$ cat src/rtl/muxpga_cfg_loader.sv
// Byte-stream configuration loader and run sequencer for the muxpga fabric core.
// Bytes are split into nibbles (high first), shifted in as cmd=00, then evaluated with cmd=01.
module muxpga_cfg_loader #(
  parameter int NIBBLES = 24,
  parameter int RUN_W   = 8
) (
  input  logic             clk,
  input  logic             reset,
  input  logic [7:0]       s_data,
  input  logic             s_valid,
  output logic             s_ready,
  input  logic             start_run,
  input  logic [RUN_W-1:0] run_cycles,
  input  logic [3:0]       run_nibble,
  input  logic             cfg_clear,
  output logic [3:0]       fab_nibble,
  output logic [1:0]       fab_cmd,
  input  logic [7:0]       fab_out,
  output logic             cfg_done,
  output logic             run_done,
  output logic [7:0]       result
);

  localparam int CNT_W = $clog2(NIBBLES + 1);
  localparam logic [CNT_W-1:0] FULL_COUNT = CNT_W'(NIBBLES);

  localparam logic [1:0] CMD_CFG  = 2'b00;
  localparam logic [1:0] CMD_EVAL = 2'b01;
  localparam logic [1:0] CMD_HOLD = 2'b10;

  typedef enum logic [1:0] {
    ST_LOAD,
    ST_CONFIGURED,
    ST_RUN
  } state_t;

  state_t           state_reg;
  logic [CNT_W-1:0] nib_count_reg;
  logic             hi_pending_reg;
  logic [3:0]       lo_nibble_reg;
  logic [RUN_W-1:0] run_count_reg;

  // The count guard blocks a byte from being taken while the final low nibble is on the bus.
  assign s_ready = (state_reg == ST_LOAD) && !hi_pending_reg && (nib_count_reg != FULL_COUNT);

  always_ff @(posedge clk) begin
    if (reset) begin
      state_reg      <= ST_LOAD;
      nib_count_reg  <= '0;
      hi_pending_reg <= 1'b0;
      lo_nibble_reg  <= '0;
      run_count_reg  <= '0;
      fab_cmd        <= CMD_HOLD;
      fab_nibble     <= '0;
      result         <= '0;
      run_done       <= 1'b0;
      cfg_done       <= 1'b0;
    end else if (cfg_clear) begin
      state_reg      <= ST_LOAD;
      nib_count_reg  <= '0;
      hi_pending_reg <= 1'b0;
      fab_cmd        <= CMD_HOLD;
      run_done       <= 1'b0;
      cfg_done       <= 1'b0;
    end else begin
      run_done <= 1'b0;
      case (state_reg)
        ST_LOAD: begin
          if (hi_pending_reg) begin
            fab_cmd        <= CMD_CFG;
            fab_nibble     <= lo_nibble_reg;
            nib_count_reg  <= nib_count_reg + 1'b1;
            hi_pending_reg <= 1'b0;
          end else if (nib_count_reg == FULL_COUNT) begin
            state_reg <= ST_CONFIGURED;
            cfg_done  <= 1'b1;
            fab_cmd   <= CMD_HOLD;
          end else if (s_valid) begin
            fab_cmd        <= CMD_CFG;
            fab_nibble     <= s_data[7:4];
            lo_nibble_reg  <= s_data[3:0];
            nib_count_reg  <= nib_count_reg + 1'b1;
            hi_pending_reg <= 1'b1;
          end else begin
            fab_cmd <= CMD_HOLD;
          end
        end

        ST_CONFIGURED: begin
          fab_cmd <= CMD_HOLD;
          if (start_run) begin
            if (run_cycles == '0) begin
              run_done <= 1'b1;
            end else begin
              state_reg     <= ST_RUN;
              run_count_reg <= run_cycles;
              fab_cmd       <= CMD_EVAL;
              fab_nibble    <= run_nibble;
            end
          end
        end

        ST_RUN: begin
          // run_count_reg holds the evaluate cycles remaining, including the one on the bus now.
          if (run_count_reg == RUN_W'(1)) begin
            result    <= fab_out;
            run_done  <= 1'b1;
            fab_cmd   <= CMD_HOLD;
            state_reg <= ST_CONFIGURED;
          end else begin
            run_count_reg <= run_count_reg - 1'b1;
            fab_cmd       <= CMD_EVAL;
            fab_nibble    <= run_nibble;
          end
        end

        default: begin
          state_reg <= ST_LOAD;
          fab_cmd   <= CMD_HOLD;
        end
      endcase
    end
  end

endmodule

$ cat config.mk
export PLATFORM = sky130hd
export DESIGN_NAME = muxpga_cfg_loader
export DESIGN_NICKNAME = d
export VERILOG_FILES = /design/src/rtl/muxpga_cfg_loader.sv
export SDC_FILE = /design/constraint.sdc
export NUM_CORES = 1
export LEC_CHECK = 0
export CELL_PAD_IN_SITES_DETAIL_PLACEMENT = 0
export CELL_PAD_IN_SITES_GLOBAL_PLACEMENT = 1
export CORE_MARGIN = 10
export CORE_UTILIZATION = 38
export CTS_CLUSTER_SIZE = 25
export DETAILED_ROUTE_END_ITERATION = 16
export PLACE_DENSITY = 0.94
export SYNTH_ARGS = -nofsm -noshare
export SYNTH_HDL_FRONTEND = slang
export SYNTH_SLANG_ARGS = --single-unit
$ cat constraint.sdc
create_clock -name clk -period 3.16 [get_ports clk]
set_input_delay 0.316 -clock clk [delete_from_list [all_inputs] [get_ports clk]]
set_output_delay 0.316 -clock clk [all_outputs]
set_load 0.01 [all_outputs]
# ---- After elaboration in Yosys (flattened, before gate mapping)
# Index checks and enable logic that the tools add are counted.
# Widths: inputs -> output; s select.
dict set report totals {
  mem_bits_ro 0
  ram_bits 0
  out_inout_bits 17
  inputBits 33
  latch_bits 0
  register_bits 36
  mem_count 0
  word_cells 79
}
dict set report op_classes {
  eq_ne 14
  magnitude_cmp 0
  n_div 0
  bitwise 3
  n_addsub 2
  mux 34
  multipliers 0
  reduce_logical 16
  shifts 0
}
# operator n
set ops {}
lappend ops {{$mux 4} 6}
lappend ops {{$mux 8} 3}
lappend ops {{$mux 2} 11}
lappend ops {{$pmux 8 s2} 1}
lappend ops {{$mux 5} 3}
lappend ops {{$reduce_and 5->1} 3}
lappend ops {{$ne 2x2->1 const B} 6}
lappend ops {{$pmux 2 s3} 2}
lappend ops {{$pmux 4 s3} 1}
lappend ops {{$reduce_and 3->1} 3}
lappend ops {{$eq 8x1->1 const B} 1}
lappend ops {{$logic_not 8->1} 1}
lappend ops {{$sub 8x1->8 const B} 1}
lappend ops {{$reduce_and 7->1} 1}
lappend ops {{$mux 1} 6}
lappend ops {{$ne 3x3->1 const B} 2}
lappend ops {{$add 5x1->5 const B} 1}
lappend ops {{$eq 5x5->1 const B} 1}
lappend ops {{$ne 5x5->1 const B} 1}
lappend ops {{$reduce_bool 2->1} 2}
lappend ops {{$not 1->1} 3}
lappend ops {{$reduce_bool 3->1} 1}
lappend ops {{$eq 2x1->1 const B} 1}
lappend ops {{$eq 2x2->1 const B} 1}
lappend ops {{other kinds (6)} 7}

# ---- Depth between registers and ports, before layout
dict set report logic_depth {
  ltp_word 4
  depth_mapped 8
  depth_no_buf 7
}

# ---- Least setup slack after synthesis
# No wires, ideal clock.
dict set report synth_path {
  kind {flip-flop to flip-flop}
  from {reg state_reg[0]}
  to {reg result[0]}
  setup_ns 0.128
  path_stages_with_launch 8
  t_arrival_ns 1.731
  setup_slack_ns 1.301
  t_required_ns 3.032
  n_path_buf 0
  period_less_slack_ns 1.859
  cell_sequence {dfxtp_1 > inv_1 > ha_1 > nor3b_1 > nand4b_1 > nor2_2 > mux2i_1 > nor2_1}
}
dict set report synth_between {
  elab_chain_len 2
}
# item line_no
set synth_lines {}
lappend synth_lines {{start: declaration} 37} ;# state_t state_reg;
lappend synth_lines {{start signal: assignment} 48} ;# state_reg <= ST_LOAD;
lappend synth_lines {{start signal: assignment} 59} ;# state_reg <= ST_LOAD;
lappend synth_lines {{start signal: assignment} 75} ;# state_reg <= ST_CONFIGURED;
lappend synth_lines {{$eq 2x2->1} 67} ;# case (state_reg)
lappend synth_lines {{$reduce_and 3->1 (no line)} n/a}
lappend synth_lines {{end signal: assignment} 106} ;# result <= fab_out;
lappend synth_lines {{end: declaration} 21} ;# output logic [7:0] result
# No other way between the ends.
# A chain may end at the register's enable or synchronous reset.

# ---- Worst setup path after layout
dict set report layout_path {
  from {reg state_reg[0]}
  to {out s_ready}
}
dict set report layout_between {
  elab_chain_len 3
}
# item line_no
set layout_lines {}
lappend layout_lines {{$logic_not 2->1} 44} ;# assign s_ready = (state_reg == ST_LOAD) && !hi_pending_reg && (nib_count_reg != FULL_COUNT);
lappend layout_lines {{$logic_and 1x1->1 (2 in a row)} 44}
lappend layout_lines {{end: declaration} 11} ;# output logic s_ready,
# No other way between the ends.

==> summary.md <==
| Metric | Value |
|---|---|
| Worst Path Required | `~2.8 ns` |
| DRC | `0` |
| Slew HR | `between 50% and 60%` |
| Fin. max-slew vios | `0` |
| Sequential-to-total area share from yosys stat | `37.7%` |
| Syn Nets | `260` |
| Worst Setup Path Type | `flop to primary output` |
| Die width | `approximately 90 um` |
| Cell Pwr Density | `380 nW/um^2` |
| LEAKAGE | `0.907 nW` |
| Count of cell types in the netlist | `42` |
| PortBufs | `49` |
| Power Total | `a little under 1 mW` |
| Global-route wire length before repair | `approximately 7600 um` |
| Worst path cell trace | `inv_1, ha_1, nand2b_1, nor2_1, clkdlybuf4s50_1` |
| Worst-case reg-to-reg path depth | `7` |
| Area of the multi-input gates | `between 1000 and 1500 sq um` |
| Total GRT Usage | `a little over a tenth` |
| Top-Level Pins | `50` |
| Crit path DAT | `between 1.5 and 2 ns` |
| Hold Startpoint | `cfg_done$_SDFFE_PP0P_` |
| Buffer depth of the longest clock path | `2` |
| Status | `finished, final reports clean` |
| Initial Util | `around two fifths` |
| Cell Area, Synth | `1910 sq um` |
| Clk_skew | `0.0106 ns` |
| Final min period | `roughly 2.3 ns` |
| Number of global-route vias before repair | `1,614` |
| Share of layout cells above drive strength 1 | `under 10%` |
| Worst path bufs/invs | `2` |
| CTS Buf Count | `5` |
| Worst-Margin Slew | `about 0.65 ns` |
| R2R Path End | `run_count_reg[0]$_SDFFE_PP0P_` |
| Total Nets Final | `approximately 310` |
| Critical Path Start Type | `flop` |
| CP Max Fanout | `9` |
| Max Freq | `around 440 MHz` |
| Chip Height | `91.0 um` |
| R2r setup slk | `between 0.9 and 1 ns` |
| RSZ-0062 raised after global routing | `no` |
| Max_cap viols | `0` |
| Critical R2R Launch | `state_reg[0]$_SDFFE_PP0P_` |
| Largest net degree at the start of global routing | `25` |
| RD Place Congestion | `0.788` |
| Worst hold stages | `2` |
| Detail Placement HPWL | `about 3500 um` |
| Hold Vio Cnt, Final | `0` |
| Syn Area/Cell | `8.78 sq um` |
| Final period utilization | `about 72%` |
| Most common cell after layout, fill and taps aside | `clkdlybuf4s50_1` |
| Rows | `25` |
| CP top delay family | `buffers and inverters` |
| Via/cell ratio | `just over 5` |
| Clock sinks | `36` |
| Maximum vdd drop | `about 0.21 mV` |
| # resized after CTS | `0` |
| Area grow syn2layout | `34.1%` |
| Initial drt markers | `between 60 and 70` |
| FF+latch count, synth | `36` |
| Initial antenna violation count | `0` |
| Setup TNS | `0 ns` |
| Syn. warnings | `0` |
| Grt ovf | `0` |
| Postcts setup bufs | `0` |
| Drt first pass iters | `4` |
| Reg clk slew, reported paths | `0.08 ns` |
| CTS Hold Bufs | `0` |
| Final-layout fill cell count | `450` |
| Post-layout util | `53.6%` |
| TritonCTS clock tree | `built` |
| Root buf cell | `clkbuf_8` |
| Commonest non-fill, non-tap cells in the layout | `clkdlybuf4s50_1, dfxtp_1, nor2_1` |
| Routed length per instance | `approximately 14 um` |
| Final Setup Violations | `0` |
| Hold Path Class | `flop to flop` |
| Vias | `around 1,700` |
| Slowest CP cell | `clkdlybuf4s50_1` |
| Final ANT Viol Nets | `0` |
| Register area | `around 720 sq um` |
| Crit. End Element | `primary output` |
| Ant diodes | `0` |
| Hold EP | `cfg_done$_SDFFE_PP0P_` |
| Clk Latency, worst-skew pair | `just under 0.3 ns` |
| Final wirelength | `~4600 um` |
| Die area | `8270 sq um` |
| Synth Instances | `between 200 and 250` |
| Largest stage delay, worst path | `roughly 0.57 ns` |
| Core footprint | `4790 sq um` |
| CTS H-tree lvls | `2` |
-- kinds of logic after synthesis --
family	Yosys count	share of synthesized area (%)
flops	36	37.7
fa+ha+maj	9	5.89
simple gates	74	19.7
mux	18	9.42
buf+inv	22	4.84
compound gates	54	20.2
xor+xnor	5	2.29
-- power breakdown --
part	internal (mW)	switching, mW	total (mW)
registers	0.461	0.00598	0.467
clock network	0.238	0.174	0.412
logic	0.0577	0.0387	0.0964
total	0.756	0.219	0.975
-- layout make-up --
class                           instances  area share (%)
Sequential cell                        36            28.1
Inverter                               11            1.61
Multi-Input combinational cell        160            42.9
Timing Repair Buffer                   51            19.7
Clock inverter                          3            1.80
Tap cell                               67            3.27
Clock buffer                            5            2.68
-- through the flow --
| stage | worst slack [ns] | area (sq um) | cells | hold slack [ns] |
|---|---|---|---|---|
| 3_5_place_dp | 0.609 | 2450 | 325 | 0.469 |
| 6_report | 0.879 | 2570 | 333 | 0.486 |
| 5_1_grt | 0.717 | 2570 | 333 | 0.512 |
| 4_1_cts | 0.873 | 2570 | 333 | 0.485 |
| 3_3_place_gp | 0.688 | 2450 | 325 | 0.459 |
| 2_1_floorplan | 1.30 | 1910 | 218 | 0.385 |
-- layer usage --
layer,up-vias,share of wire [%],track usage (%)
met5,-,0,0
met4,0,1.7,4.44
met3,7,7.4,4.86
met2,49,41,15.5
met1,751,50,13.8
li1,869,-,-
-- worst max path at each step --
stage	slack (ns)	depth (start not counted)	end	startpoint
2_1_floorplan	1.30	7	result[0]$_SDFFE_PP0P_	state_reg[0]$_SDFFE_PP0P_
3_3_place_gp	0.69	6	run_count_reg[7]$_SDFFE_PP0P_	run_cycles[0]
6_report	0.88	5	s_ready	state_reg[0]$_SDFFE_PP0P_
5_1_grt	0.72	6	run_count_reg[5]$_SDFFE_PP0P_	run_cycles[0]
3_5_place_dp	0.61	6	run_count_reg[1]$_SDFFE_PP0P_	run_cycles[0]
4_1_cts	0.87	5	s_ready	state_reg[0]$_SDFFE_PP0P_
-- cell usage after synthesis, drive strengths merged --
library cell   n  area share [%]
o221ai         1            0.46
o2111ai        1            0.78
a21oi         14             3.9
nand2          8             1.6
o41ai          1             1.4
dfxtp         36              38
o31a           1            0.52
nor2b          3            0.98
nor4           4             1.3
xor2           3             1.4
and4b          1            0.52
mux2i         18             9.4
a21o           5             2.0
inv           11             2.2
and3           2            0.65
o211ai         4             1.8
nor2          29             5.8
and2           1            0.33
o31ai          4             1.6
or4            1            0.59
o221a          1            0.59
ha             9             5.9
xnor2          2            0.92
nor3b          1            0.39
nand4          1            0.33
nand2b         7             2.3
o21ai         13             3.4
a21boi         4             1.8
or3            3            0.98
a211oi         4             1.6
buf            4             1.3
nand3          9             2.4
a31o           1            0.46
nand4b         2            0.92
nand3b         1            0.39
nor3           1            0.26
clkbuf         7             1.4
-- worst min-delay path, delay by kind of cell (launching register included) --
family / cells / cell delay, ns
AND/OR/NAND/NOR: 1 / 0.07
flip-flops: 1 / 0.34
AO/OA/AOI/OAI: 1 / 0.04
Power figures use the tool's default switching activity.
